`config.mk`:
```
export PLATFORM = sky130hd
export DESIGN_NAME = alu_display_scanner
export DESIGN_NICKNAME = d
export VERILOG_FILES = /design/src/rtl/alu_display_scanner_pkg.sv /design/src/rtl/alu_display_scanner_seg7_decoder.sv /design/src/rtl/alu_display_scanner.sv
export SDC_FILE = /design/constraint.sdc
export NUM_CORES = 1
export LEC_CHECK = 0
export CAP_MARGIN = 10
export CORE_AREA = 2 2 129 99
export DETAILED_ROUTE_END_ITERATION = 10
export DIE_AREA = 0 0 131 101
export SKIP_LAST_GASP = 1
export SLEW_MARGIN = 10
export SYNTH_ARGS = -nofsm -noshare
export SYNTH_HDL_FRONTEND = slang
export SYNTH_HIERARCHICAL = 1
export SYNTH_SLANG_ARGS = --single-unit
```
`constraint.sdc`:
```
create_clock -name clk -period 3.3 [get_ports clk]
set_clock_uncertainty 0.15 [all_clocks]
set_input_delay 0.825 -clock clk [delete_from_list [all_inputs] [get_ports clk]]
set_output_delay 0.825 -clock clk [all_outputs]
set_load 0.02 [all_outputs]
```
`src/rtl/alu_display_scanner_pkg.sv`:
```
// Shared constants and types for the ALU result display scanner.
// Segment words are ordered {g,f,e,d,c,b,a} and are active-low.

package alu_display_scanner_pkg;

    // All segments off
    localparam logic [6:0] SEG_BLANK = 7'b1111111;

    // Capital 'E' shown on the error digit
    localparam logic [6:0] SEG_E     = 7'b0000110;

    // BCD digit to segment table, entry [n] is the pattern for digit n
    localparam logic [9:0][6:0] SEG_TABLE = {
        7'b0010000,   // 9
        7'b0000000,   // 8
        7'b1111000,   // 7
        7'b0000010,   // 6
        7'b0010010,   // 5
        7'b0011001,   // 4
        7'b0110000,   // 3
        7'b0100100,   // 2
        7'b1111001,   // 1
        7'b1000000    // 0
    };

    // Index of one of the four display digits
    typedef logic [1:0] digit_idx_t;

    // Converter FSM encodings
    localparam logic [0:0] ST_IDLE  = 1'b0;
    localparam logic [0:0] ST_SHIFT = 1'b1;

    // A 5-bit input needs five double-dabble steps, numbered 0..4
    localparam logic [2:0] LAST_STEP = 3'd4;

endpackage

```
`src/rtl/alu_display_scanner_seg7_decoder.sv`:
```
// Combinational BCD to active-low 7-segment decoder with a blank input.
// Codes above 9 are shown blank rather than as garbage segments.

module seg7_decoder
    import alu_display_scanner_pkg::*;
(
    input  logic [3:0] bcd_i,
    input  logic       blank_i,
    output logic [6:0] seg_o
);

    // Table lookup, forced blank when requested or out of range
    always_comb begin
        seg_o = SEG_BLANK;
        if (!blank_i && (bcd_i <= 4'd9)) begin
            seg_o = SEG_TABLE[bcd_i];
        end
    end

endmodule

```
`src/rtl/alu_display_scanner.sv`:
```
// Captures a 5-bit ALU result, converts it to two BCD digits with a
// five-step shift-add-3 sequence, and scans the digits onto a 4-digit
// common-anode 7-segment display. The previous value stays visible
// until a conversion completes.
//
// Converter FSM:
//   state    | meaning
//   ---------+---------------------------------------------------------
//   ST_IDLE  | no conversion in flight, display registers stable
//   ST_SHIFT | one double-dabble step per clock; the fifth step publishes

module alu_display_scanner
    import alu_display_scanner_pkg::*;
#(
    parameter int REFRESH_DIV = 100000
) (
    input  logic       clk,
    input  logic       reset,
    input  logic       load,
    input  logic [4:0] result_in,
    input  logic       err_in,
    output logic       busy,
    output logic [3:0] an,
    output logic [6:0] seg,
    output logic       dp
);

    localparam int               CNT_W   = (REFRESH_DIV > 2) ? $clog2(REFRESH_DIV) : 1;
    localparam logic [CNT_W-1:0] CNT_MAX = CNT_W'(REFRESH_DIV - 1);

    // Prescaler
    logic [CNT_W-1:0] cnt_q, cnt_d;
    logic             tick;

    // Scan: digit_idx_q is the next slot to light, slot_q the one lit now
    logic       scan_en_q, scan_en_d;
    digit_idx_t digit_idx_q, digit_idx_d;
    digit_idx_t slot_q, slot_d;

    // Converter working state
    logic [0:0] state_q, state_d;
    logic [4:0] val_q, val_d;
    logic [3:0] ones_w_q, ones_w_d;
    logic [3:0] tens_w_q, tens_w_d;
    logic [2:0] step_q, step_d;
    logic       err_cap_q, err_cap_d;
    logic [3:0] ones_adj;

    // Published display contents
    logic [3:0] ones_q, ones_d;
    logic [3:0] tens_q, tens_d;
    logic       err_q, err_d;

    // Registered display outputs
    logic [3:0] an_q, an_d;
    logic [6:0] seg_q, seg_d;

    // Digit mux into the single decoder
    logic [3:0] dig_bcd;
    logic       dig_blank;
    logic       dig_use_e;
    logic [6:0] dec_seg;

    // Prescaler wraps after REFRESH_DIV cycles and pulses tick on the last one
    always_comb begin
        tick  = (cnt_q == CNT_MAX);
        cnt_d = tick ? '0 : cnt_q + CNT_W'(1);
    end

    // Advance the scan slot on every tick; nothing is lit before the first one
    always_comb begin
        scan_en_d   = scan_en_q | tick;
        digit_idx_d = digit_idx_q;
        slot_d      = slot_q;
        if (tick) begin
            slot_d      = digit_idx_q;
            digit_idx_d = digit_idx_q + 2'd1;
        end
    end

    // Ones nibble correction applied before each shift; tens never exceeds 3
    assign ones_adj = (ones_w_q >= 4'd5) ? ones_w_q + 4'd3 : ones_w_q;

    // Converter next state: one step per clock, publish on the last step,
    // and a load always (re)starts a fresh capture after any publish
    always_comb begin
        state_d   = state_q;
        val_d     = val_q;
        ones_w_d  = ones_w_q;
        tens_w_d  = tens_w_q;
        step_d    = step_q;
        err_cap_d = err_cap_q;
        ones_d    = ones_q;
        tens_d    = tens_q;
        err_d     = err_q;

        if (state_q == ST_SHIFT) begin
            ones_w_d = {ones_adj[2:0], val_q[4]};
            tens_w_d = {tens_w_q[2:0], ones_adj[3]};
            val_d    = {val_q[3:0], 1'b0};
            step_d   = step_q + 3'd1;
            if (step_q == LAST_STEP) begin
                ones_d  = {ones_adj[2:0], val_q[4]};
                tens_d  = {tens_w_q[2:0], ones_adj[3]};
                err_d   = err_cap_q;
                state_d = ST_IDLE;
            end
        end

        if (load) begin
            val_d     = result_in;
            err_cap_d = err_in;
            ones_w_d  = 4'd0;
            tens_w_d  = 4'd0;
            step_d    = 3'd0;
            state_d   = ST_SHIFT;
        end
    end

    // Select the digit for the slot that will be lit after this edge.
    // Using next-state display contents lets a freshly published result
    // appear on the same edge that publishes it.
    always_comb begin
        dig_bcd   = 4'd0;
        dig_blank = 1'b1;
        dig_use_e = 1'b0;
        case (slot_d)
            2'd0: begin
                dig_bcd   = ones_d;
                dig_blank = 1'b0;
            end
            2'd1: begin
                dig_bcd   = tens_d;
                dig_blank = (tens_d == 4'd0);
            end
            2'd2: begin
                dig_blank = 1'b1;
            end
            default: begin
                dig_blank = 1'b1;
                dig_use_e = err_d;
            end
        endcase
    end

    seg7_decoder u_seg7_decoder (
        .bcd_i   (dig_bcd),
        .blank_i (dig_blank),
        .seg_o   (dec_seg)
    );

    // Anode and segment words are computed together so they switch on one edge
    always_comb begin
        an_d  = 4'b1111;
        seg_d = SEG_BLANK;
        if (scan_en_d) begin
            an_d  = ~(4'b0001 << slot_d);
            seg_d = dig_use_e ? SEG_E : dec_seg;
        end
    end

    // Prescaler and scan registers
    always_ff @(posedge clk or posedge reset) begin
        if (reset) begin
            cnt_q       <= '0;
            scan_en_q   <= 1'b0;
            digit_idx_q <= 2'd0;
            slot_q      <= 2'd0;
        end else begin
            cnt_q       <= cnt_d;
            scan_en_q   <= scan_en_d;
            digit_idx_q <= digit_idx_d;
            slot_q      <= slot_d;
        end
    end

    // Converter and published display registers
    always_ff @(posedge clk or posedge reset) begin
        if (reset) begin
            state_q   <= ST_IDLE;
            val_q     <= 5'd0;
            ones_w_q  <= 4'd0;
            tens_w_q  <= 4'd0;
            step_q    <= 3'd0;
            err_cap_q <= 1'b0;
            ones_q    <= 4'd0;
            tens_q    <= 4'd0;
            err_q     <= 1'b0;
        end else begin
            state_q   <= state_d;
            val_q     <= val_d;
            ones_w_q  <= ones_w_d;
            tens_w_q  <= tens_w_d;
            step_q    <= step_d;
            err_cap_q <= err_cap_d;
            ones_q    <= ones_d;
            tens_q    <= tens_d;
            err_q     <= err_d;
        end
    end

    // Output registers
    always_ff @(posedge clk or posedge reset) begin
        if (reset) begin
            an_q  <= 4'b1111;
            seg_q <= SEG_BLANK;
        end else begin
            an_q  <= an_d;
            seg_q <= seg_d;
        end
    end

    assign busy = (state_q == ST_SHIFT);
    assign an   = an_q;
    assign seg  = seg_q;
    assign dp   = 1'b1;

endmodule

```
; After elaboration in Yosys (flattened, before gate mapping)
; Memories as Yosys holds them, arrays and structs flattened.
; Index checks and enable logic that the tools add are counted.
[totals]
ramBits = 0
input_bits = 9
latch_bits = 0
mem_bits_ro = 112
memories = 1
reg_bits = 59
[mem_list]
columns = name, words, word_bits, read_ports, rd_clocked_by_memory_dff, write_ports, line_no
row1 = (no name shown), 16, 7, 1, 0, 0, alu_display_scanner_seg7_decoder.sv:16  ; seg_o = SEG_TABLE[bcd_i];
[op_classes]
n_bitwise = 2
order_cmp = 3
n_mul = 0
div = 0
reduce_logical = 6
n_mux = 28
add_sub_neg = 4
shift = 1
n_eq_ne = 4
[ops]
columns = op, count
row1 = $mux 4, 8
row2 = $mux 7, 4
row3 = $add 17x1->17 const B, 1
row4 = $eq 17x17->1 const B, 1
row5 = $mux 17, 1
row6 = $mux 3, 4
row7 = $mux 5, 2
row8 = $pmux 4 s2, 1
row9 = $mux 1, 6
row10 = $lt 4x5->1 const B, 1
row11 = $add 4x2->4 const B, 1
row12 = $ge 4x3->1 const B, 1
row13 = $le 4x4->1 const B, 1
row14 = $logic_not 4->1, 1
row15 = $not 4->4, 1
row16 = $shl 1x2->4 const A, 1
row17 = $add 3x1->3 const B, 1
row18 = $eq 3x3->1 const B, 1
row19 = $reduce_or 3->1, 1
row20 = $add 2x1->2 const B, 1
row21 = $eq 2x1->1 const B, 1
row22 = $eq 2x2->1 const B, 1
row23 = $logic_not 2->1, 1
row24 = $mux 2, 1
row25 = 5 further kinds, 5

; Logic depth before layout (Yosys ltp)
; Gate-level depths: netlist (run 1).
[logic_depth]
depth_word = 11
mapped_depth = 14
depth_no_buf = 13

; Hierarchy
; The synthesis (run 1) kept the hierarchy.
[by_module_without_submodules]
columns = module, instances, cells_each, area_each_um2
row1 = alu_display_scanner, 1, 241, 2720.1
row2 = seg7_decoder, 1, 29, 210.2

; Worst setup path after synthesis (run 1)
; Ideal clock, no wire load.
[synth_path]
path_kind = register to register
startpoint = register cnt_q[5]
endpoint = register seg_q[0] (netlist: seg[0])
n_path_buf = 0
setup_time_ns = 0.077
stages_incl_launch_ff = 13
arrival_time_ns = 2.427
slack_ns = 0.646
path_cell_list = dfrtp_1 > nor4b_2 > and4b_1 > nand3_2 > o22a_1 > nand2b_1 > o21ai_1 > inv_1 > ha_1 > and2b_2 > a21oi_1 > o21ai_0 > a21o_1
[synth_between]
elab_chain_cells = 9
[synth_lines]
columns = element, line_no
row1 = from (decl), alu_display_scanner.sv:32  ; logic [CNT_W-1:0] cnt_q, cnt_d;
row2 = from (signal assigned), alu_display_scanner.sv:170  ; cnt_q <= cnt_d;
row3 = $eq 17x17->1 (*), alu_display_scanner.sv:66  ; tick = (cnt_q == CNT_MAX);
row4 = $mux 2 (*), alu_display_scanner.sv:75  ; if (tick) begin
row5 = $eq 2x1->1 / $logic_not 2->1 (equally long branches), alu_display_scanner.sv:127  ; case (slot_d)
row6 = $pmux 4 s2 (*), alu_display_scanner.sv:127
row7 = net dig_bcd[1], alu_display_scanner.sv:59  ; logic [3:0] dig_bcd;
row8 = $mem_v2 16x7 / $le 4x4->1 (equally long branches), --
row9 = $mux 7 (not written as such) / $logic_and 1x1->1 (equally long branches), "alu_display_scanner_seg7_decoder.sv:16, alu_display_scanner_seg7_decoder.sv:15"
row10 = $mux 7 (*), alu_display_scanner_seg7_decoder.sv:15  ; if (!blank_i && (bcd_i <= 4'd9)) begin
row11 = net dec_seg[0], alu_display_scanner.sv:62  ; logic [6:0] dec_seg;
row12 = $mux 7 (*), alu_display_scanner.sv:158  ; seg_d = dig_use_e ? SEG_E : dec_seg;
row13 = $mux 7 (*), alu_display_scanner.sv:156  ; if (scan_en_d) begin
row14 = net seg_d[0], alu_display_scanner.sv:56  ; logic [6:0] seg_q, seg_d;
row15 = to (signal assigned), alu_display_scanner.sv:209  ; seg_q <= seg_d;
row16 = to (decl), alu_display_scanner.sv:56
; Mark *: on every way through the listed nets, which the timed path passes. The rest lies on a longest branch. The select of a mux whose other input is x is not followed.
; A chain may end at the register's enable or synchronous reset.

; Worst setup path in the final report (run 1)
[layout_path]
startpoint = register cnt_q[5]
endpoint = register seg_q[5] (netlist: seg[5])
; The elaborated chain is that of the path after synthesis.

==> results of run 1 <==
## cell usage in the layout (no fill, tap or decap), types with 2 or more instances in the layout
cell,count
nand2b_1,9
nand2_1,18
and3_1,3
buf_4,3
nor2_1,21
xor2_1,4
and2_1,2
clkbuf_16,9
nor3_1,2
nor3b_1,2
mux2i_1,15
o21ai_0,14
a21oi_1,10
o21a_1,2
a211oi_1,2
nor4_1,2
clkdlybuf4s50_1,20
a21o_1,6
nand3_1,9
dfstp_2,11
inv_6,3
dfrtp_1,48
xnor2_1,14
and4_1,3
clkinvlp_4,2
inv_1,16
nand4_1,5
ha_1,10
nand3b_1,2
o21ai_1,3
mux2_2,6
## cells by family after synthesis
logic type / count (synthesis) / synth area share, %
and+or+nand+nor: 87 / 16.1
DFF: 59 / 50.9
AOI/OAI and AO/OA: 47 / 11.0
buffers and inverters: 27 / 4.78
muxes: 21 / 7.43
xor gates and xnor gates: 18 / 5.38
adders and majority gates: 10 / 4.27
other: 1 / 0.128
## power breakdown
part / switching (mW) / leakage, nW / internal [mW]
Sequential: 0.0256 / 0.747 / 0.777
Combinational: 0.234 / 0.727 / 0.171
Clock: 0.337 / 0.146 / 0.612
Total: 0.597 / 1.62 / 1.56
## Yosys cell counts, types with 2 or more instances
cell	count
and3_1	3
mux2i_1	15
o21a_1	2
nor3_1	2
nand3_1	9
nand2b_1	9
inv_1	17
and2_1	2
xor2_1	4
and4_1	3
dfrtp_1	48
ha_1	10
nor2_1	21
clkbuf_1	2
nor4_1	2
a211oi_1	2
xnor2_1	14
nor3b_1	2
dfstp_2	11
o21ai_0	14
a21oi_1	10
nand3b_1	2
nand2_1	18
buf_4	3
mux2_2	6
o21ai_1	3
a21o_1	6
nand4_1	5
buf_2	3
## metal layers
layer	vias up	wire, um
met5	-	0
met4	0	78
met3	6	192
met2	27	2420
met1	973	2660
li1	972	-
## worst min-delay path by stage
stage / from / to / slack [ns]
floorplan: cnt_q[0] / cnt_q[0] / 0.30
global placement: cnt_q[0] / cnt_q[0] / 0.33
detailed placement: cnt_q[0] / cnt_q[0] / 0.33
CTS: cnt_q[0] / cnt_q[0] / 0.34
global route: cnt_q[0] / cnt_q[0] / 0.37
finish: cnt_q[0] / cnt_q[0] / 0.33
## through the flow
| step | power [mW] | instance area [sq um] |
|---|---|---|
| after floorplan | 1.14 | 2930 |
| after global placement | 1.21 | 3300 |
| after detailed placement | 1.22 | 3300 |
| after CTS | 2.18 | 3610 |
| after global routing | 2.29 | 3610 |
| final | 2.16 | 3610 |
## layout make-up
type                    count  area (sq um)  share of cell area, %
inverters                  17          63.8                   1.77
clock inverters             6          71.3                   1.97
clock buffers              10           239                   6.61
flip-flops and latches     59          1490                   41.2
repair buffers             24           243                   6.72
multi-input cells         184          1300                   36.0
well taps                 166           208                   5.75
## state kept, by name, indices dropped and copies added, names as in the netlist
signal / count
busy: 1
scan_en_q: 1
err_q: 1
val_q: 5
ones_q: 4
tens_q: 4
slot_q: 2
tens_w_q: 3
cnt_q: 17
step_q: 3
ones_w_q: 4
err_cap_q: 1
digit_idx_q: 2
an: 4
seg: 7
## worst register-to-register path, cell delays in order (launching register included)
cell,delay [ns]
dfrtp_1,0.44
nor4b_2,0.33
and4b_1,0.30
and2_4,0.31
o22a_1,0.23
nand2b_1,0.12
o21ai_1,0.13
inv_1,0.14
ha_1,0.24
o21bai_4,0.10
a21oi_4,0.20
o21ai_0,0.11
a21o_1,0.19
==> qor.txt, run 1 <==
Die height = 101 um
Number of CTS-inserted buffers = 9
Worst setup path endpoint = seg[5]
Crit share post-route = 92.7%
Setup CP Type = reg2reg
Grt met2 use = 13.9%
First-pass GRT wire length = 9.49 mm
Via count = 1,978
Reg2reg start = cnt_q[5]
Register bit count reported by yosys = 59
Worst-path clk slew = 0.05 ns
# diodes = 0
CTS Buffer Depth = 2
Status = finished, final reports clean
Sum of buffers and inverters on the critical path = 1
Row cnt = 35
Startpoint Class = flop
Tightest Pin Transition = 0.602 ns
GP Congestion = 0.796
Gr usage total = 9.23%
Setup crit end kind = flop
Hold-fix buffers, CTS = 0
FMAX = 327 MHz
Slowest-stage cell, CP = dfrtp_1
First-pass DRT Iterations = 4
Met3 usage = 3.40%
Reg2Reg Capture Point = seg[5]
I/O pin count = 22
FILL cells = 1,219
Worst hold stages = 1
Worst ir drop on vdd = 0.203 mV
Chip width = 131 um
Syn nets = 289
I/O Buffers = 20
R2R Setup Slk = 0.24 ns
DRC Markers = 0
Final setup fails = 0
Cell family with most CP delay = simple AND/OR/NAND/NOR gates
Crit path depth = 12
Clk_lat worst skew = 0.32 ns
Buffer count from post-CTS setup fixing = 0
Synthesized area = 0.00293 sq mm
Yosys warns = 6
Crit path from = cnt_q[5]
Unrepaired setup endpoints after global routing = true
Post-CTS resize count = 0
Initial antenna violation count = 0
Cells after synthesis = 270
Final Hold Violating Endpoints = 0
Fraction of registers with async set/reset = 100%
Most used routing layer in global routing = met2
DR iter-0 viols = 121
Layout Utilization = 30.0%
Largest net degree at the start of global routing = 47
CP max FO = 21
Crit path DAT = 3.16 ns
Detailed-route wire length per cell = 11.5 um
Critical Path RT = 3.40 ns
Hold Path Class = reg2reg
CORE AREA = 0.0120 sq mm
Met1 global-route usage = 12.1%
Hold WS = 0.335 ns
WL final = 5.35 mm
Synth area leaders = dfrtp_1, dfstp_2, mux2i_1, ha_1, xnor2_1
Max Slew Vio Count = 0
Initial core utilization = 24.3%
Final min period = 3.06 ns
Antenna-violating nets left = 0
Crit-path max cell delay = 0.44 ns
Leak pwr = 1.62 nW
HPWL Detailed = 3.76 mm
Worst-path cell chain = nor4b_2, and4b_1, and2_4, o22a_1, nand2b_1, o21ai_1, inv_1, ha_1, o21bai_4, a21oi_4, o21ai_0, a21o_1
Yosys top cell by area = dfrtp_1
Mean Syn Cell Area = 10.9 sq um
Dpl ws = 0.281 ns
MaxCap Viol Count = 0
Vias/cell = 4.24
Vias in the first global route = 1,985
Main synth FF type = dfrtp_1
Slew headroom = 59.6%
Ratio of cells with drive above 1 in the final layout = 15.7%
TritonCTS sink count = 59
CTS tree = yes
Root buffer cell = clkbuf_16
Die ar. = 0.0132 sq mm
Reg2Reg Depth = 12
Number of synthesized flops with an enable pin = 0
Synth-to-Final Area Change = 23.4%
Pwr/cell area = 597 mW/mm^2
Gr ovfl total = 0
Placed cell count = 450
TNS Setup = 0 ns
Post-route setup slack = 0.240 ns
Synth unique cells = 51
# H-tree levels = 3
Post-route insts no fill = 466
Yosys top cell area share = 41.0%
Post-layout nets = 314
Seq/Total Area, Yosys = 50.9%
Note: power is estimated with default switching activity, not from simulation.
==> run 2, diff against run 1 <==
--- a/config.mk
+++ b/config.mk
@@ -10,4 +10,6 @@
 export DETAILED_ROUTE_END_ITERATION = 10
 export DIE_AREA = 0 0 131 101
+export GPL_TIMING_DRIVEN = 0
+export PLACE_DENSITY_LB_ADDON = 0.3
 export SKIP_LAST_GASP = 1
 export SLEW_MARGIN = 10
==> constraint.sdc (replaced) <==
create_clock -name clk -period 3.3 [get_ports clk]
set_clock_uncertainty 0.15 [all_clocks]
set_input_delay 0.33 -clock clk [delete_from_list [all_inputs] [get_ports clk]]
set_output_delay 0.33 -clock clk [all_outputs]
set_load 0.02 [all_outputs]
==> run 2 against run 1 <==
  * Die area is the same
  * Global-route usage is essentially flat
  * Critical path type unchanged
  * Largest cell class unchanged
  * Critical path depth grew 1
==> qor.txt, run 2 (same netlist as run 1, synthesis figures left out) <==
Status = finished, final reports clean
Post-route insts no fill = 472
Pwr/cell area = 588 mW/mm^2
Synth-to-Final Area Change = 24.4%
Final min period = 3.04 ns
CP max FO = 10
FILL cells = 1,231
Clk_lat worst skew = 0.33 ns
Chip width = 131 um
FMAX = 329 MHz
Tightest Pin Transition = 0.719 ns
Detailed-route wire length per cell = 11.4 um
CTS tree = yes
CTS Buffer Depth = 2
Die height = 101 um
Die ar. = 0.0132 sq mm
Via count = 1,966
# diodes = 0
Crit path DAT = 3.15 ns
Dpl ws = 0.276 ns
Worst-path clk slew = 0.05 ns
Crit share post-route = 92.2%
I/O Buffers = 20
Gr ovfl total = 0
Ratio of cells with drive above 1 in the final layout = 17.0%
Slew headroom = 52.1%
Hold Path Class = in2async
Startpoint Class = flop
Setup CP Type = reg2reg
Placed cell count = 456
Most frequent cells in the layout = dfrtp_1, nor2_1, clkdlybuf4s50_1
Final setup fails = 0
Initial antenna violation count = 0
HPWL Detailed = 3.81 mm
Number of CTS-inserted buffers = 9
CORE AREA = 0.0120 sq mm
Initial core utilization = 24.3%
Layout Utilization = 30.3%
Reg2Reg Capture Point = seg[6]
Post-route setup slack = 0.257 ns
# H-tree levels = 3
Gr usage total = 9.27%
Most common cell after layout, fill and taps aside = dfrtp_1
WL final = 5.40 mm
Crit path from = cnt_q[11]
GP Congestion = 0.779
TNS Setup = 0 ns
First-pass GRT wire length = 9.40 mm
Reg2reg start = cnt_q[11]
Leak pwr = 1.64 nW
Setup crit end kind = flop
Critical Path RT = 3.41 ns
Largest Register = cnt_q
Hold WS = 0.315 ns
Buffer count from post-CTS setup fixing = 0
I/O pin count = 22
DR iter-0 viols = 61
Root buffer cell = clkbuf_16
Worst ir drop on vdd = 0.233 mV
Antenna-violating nets left = 0
Max Slew Vio Count = 0
Largest net degree at the start of global routing = 60
First-pass DRT Iterations = 4
Max reg flops = 17
DRC Markers = 0
Final Hold Violating Endpoints = 0
TritonCTS sink count = 59
MaxCap Viol Count = 0
Row cnt = 35
Vias/cell = 4.17
R2R Setup Slk = 0.26 ns
Vias in the first global route = 1,936
Reg2Reg Depth = 13
Post-layout nets = 320
==> run 2: cell count changes in the layout (fill, tap and decap cells not counted), sizes merged <==
cell	delta
buf	+4
clkbuf	+1
clkinv	+4
clkinvlp	-1
inv	-2
==> run 2: power by group <==
group,switching [mW],internal (mW)
clock,0.339,0.588
sequential,0.0267,0.777
combinational,0.233,0.178
==> run 2: critical path, cell delays in order (launching register included) <==
cell and delay, ns:
dfrtp_1 0.41, nor4b_1 0.35, and4b_2 0.31, and2_4 0.18
buf_12 0.13, nor3_2 0.05, a31oi_4 0.20, o22ai_1 0.18
inv_1 0.14, ha_1 0.23, o21bai_4 0.08, a21oi_4 0.22
o21ai_0 0.14, a21o_1 0.19
==> run 2: how the worst max path moves through the flow <==
stage	endpoint	slack [ns]
final	seg[6]	0.26
after global routing	seg[6]	-0.04
after CTS	seg[6]	0.25
after detailed placement	seg[6]	0.28
after global placement	scan_en_q	0.22
after floorplan	seg[0]	0.65
==> run 2: metrics by stage <==
stage | power, mW | area [sq um]
global route | 2.27 | 3640
CTS | 2.18 | 3640
floorplan | 1.14 | 2930
global placement | 1.22 | 3340
detailed placement | 1.23 | 3340
finish | 2.14 | 3640
==> run 2: repair_timing <==
item / CTS / global route
setup endpoints to repair: 0 / 1
hold buffers: 0 / 0
endpoints found under the hold margin: 0 / 0
gates resized for setup: 0 / 1
==> run 2: area by class of cell <==
cell class | count | area, sq um | share of cell area (%)
clock inverter | 7 | 77.6 | 2.13
sequential | 59 | 1490 | 40.9
tap | 166 | 208 | 5.70
clock buffer | 9 | 225 | 6.18
timing repair buffer | 20 | 200 | 5.49
inverter | 17 | 66.3 | 1.82
buffer | 10 | 76.3 | 2.09
multi-input combinational | 184 | 1300 | 35.7
==> run 2: layer usage <==
layer,global-route usage (%),vias up,wire (um)
li1,-,993,-
met5,0,-,0
met3,3.03,8,142
met4,3.68,0,86
met2,14.0,13,2520
met1,12.3,952,2650
==> run 3, diff against run 2 <==
GPL_TIMING_DRIVEN = not set   (was 0)
==> run 3 against run 2 <==
  * Die area stayed put
  * Hold slack worse by 0.0082 ns
  * Global-route usage is 0.32 points higher
  * Critical path depth is 2 lower
  * Combinational power is 1% lower
  * Clock-buffer cell count is 4 higher
  * Sequential power hardly changed
  * Via count is 0.36% higher
==> qor.txt, run 3 (same netlist as run 1, synthesis figures left out) <==
Status = finished, final reports clean
Worst ir drop on vdd = 0.225 mV
Chip width = 131 um
Most common cell after layout, fill and taps aside = dfrtp_1
DR iter-0 viols = 69
Via count = 1,973
Initial core utilization = 24.3%
Largest Register = cnt_q
Crit share post-route = 90.8%
Number of CTS-inserted buffers = 9
Internal power = 1.55 mW
Pwr/cell area = 590 mW/mm^2
Setup crit end kind = flop
Final min period = 3.00 ns
Final Hold Violating Endpoints = 0
# diodes = 0
Reg2Reg Depth = 11
CTS Buffer Depth = 2
Most frequent cells in the layout = dfrtp_1, nor2_1, clkdlybuf4s50_1
Largest net degree at the start of global routing = 36
Switching Share = 27.1%
Layout Utilization = 29.9%
Crit path DAT = 3.11 ns
Synth-to-Final Area Change = 23.0%
Detailed-route wire length per cell = 12.1 um
Clk_lat worst skew = 0.33 ns
Critical Path RT = 3.41 ns
Root buffer cell = clkbuf_16
CP max FO = 10
Max reg flops = 17
CORE AREA = 0.0120 sq mm
Hold Path Class = in2async
Placed cell count = 450
Tightest Pin Transition = 0.762 ns
Leak pwr = 1.62 nW
Setup CP Type = reg2reg
Post-layout nets = 315
MaxCap Viol Count = 0
DRC Markers = 0
I/O Buffers = 20
Vias/cell = 4.22
Buffer count from post-CTS setup fixing = 0
Hold WS = 0.307 ns
Reg power frac = 37.9%
Comb power frac = 19.1%
I/O pin count = 22
Gr usage total = 9.60%
Slew headroom = 49.1%
WL final = 5.66 mm
Hold-fix buffers, CTS = 0
Initial antenna violation count = 0
Vias in the first global route = 2,063
First-pass GRT wire length = 9.77 mm
Die ar. = 0.0132 sq mm
Gr ovfl total = 0
Row cnt = 35
TritonCTS sink count = 59
FILL cells = 1,244
Post-CTS resize count = 0
Final setup fails = 0
Unrepaired setup endpoints after global routing = false
GP Congestion = 0.769
FMAX = 334 MHz
# H-tree levels = 3
TNS Setup = 0 ns
Ratio of cells with drive above 1 in the final layout = 15.6%
Max Slew Vio Count = 0
Post-route insts no fill = 467
Power share of the clock group = 43.0%
Worst-path clk slew = 0.06 ns
Switch Pwr = 0.575 mW
Startpoint Class = flop
HPWL Detailed = 3.88 mm
CTS tree = yes
Die height = 101 um
Antenna-violating nets left = 0
First-pass DRT Iterations = 4
run 3: per-stage QoR:
stage,power [mW],setup slack [ns],cell area (sq um)
after global routing,2.26,0.00892,3600
after CTS,2.15,0.191,3580
final,2.13,0.302,3600
after floorplan,1.14,0.646,2930
after detailed placement,1.22,0.202,3290
after global placement,1.22,0.307,3290
run 3: worst paths after layout:
kind                        startpoint        to  slack (ns)
max                        ones_w_q[0]    seg[0]        0.30
min                              reset  val_q[3]        0.31
max reg2reg                ones_w_q[0]    seg[0]        0.30
min reg2reg                   cnt_q[0]  cnt_q[0]        0.34
max in group asynchronous        reset     an[0]        1.92
min in group clk              cnt_q[0]  cnt_q[0]        0.34
run 3: final cells by class:
cell class / count / area, sq um / area share [%]
multi-input combinational: 185 / 1320 / 36.7
tap: 166 / 208 / 5.76
inverter: 17 / 63.8 / 1.77
clock inverter: 3 / 40.0 / 1.11
clock buffer: 13 / 250 / 6.94
timing repair buffer: 24 / 230 / 6.39
sequential: 59 / 1490 / 41.4
run 3: layer usage:
layer,vias to the layer above,track usage [%],wire length (um)
met5,-,0,0
met4,0,4.34,82
met3,8,2.60,153
met2,15,14.6,2580
met1,970,12.7,2840
li1,980,-,-
run 3: worst max-delay path: stages (launching register included):
cell and delay [ns]:
dfrtp_1 0.43, inv_1 0.08, ha_1 0.22, nand2b_1 0.09, a21oi_1 0.27, mux2i_1 0.30
mux2i_1 0.16, o21ai_1 0.52, and2b_2 0.29, a21oi_1 0.11, o21ai_0 0.11, a21o_1 0.19
run 3: power by group through the flow:
stage	clock network, mW	logic (mW)	registers [mW]
3_3_place_gp	0	0.402	0.815
3_5_place_dp	0	0.406	0.816
6_report	0.914	0.407	0.805
2_1_floorplan	0	0.332	0.809
5_1_grt	0.982	0.466	0.812
4_1_cts	0.936	0.408	0.805
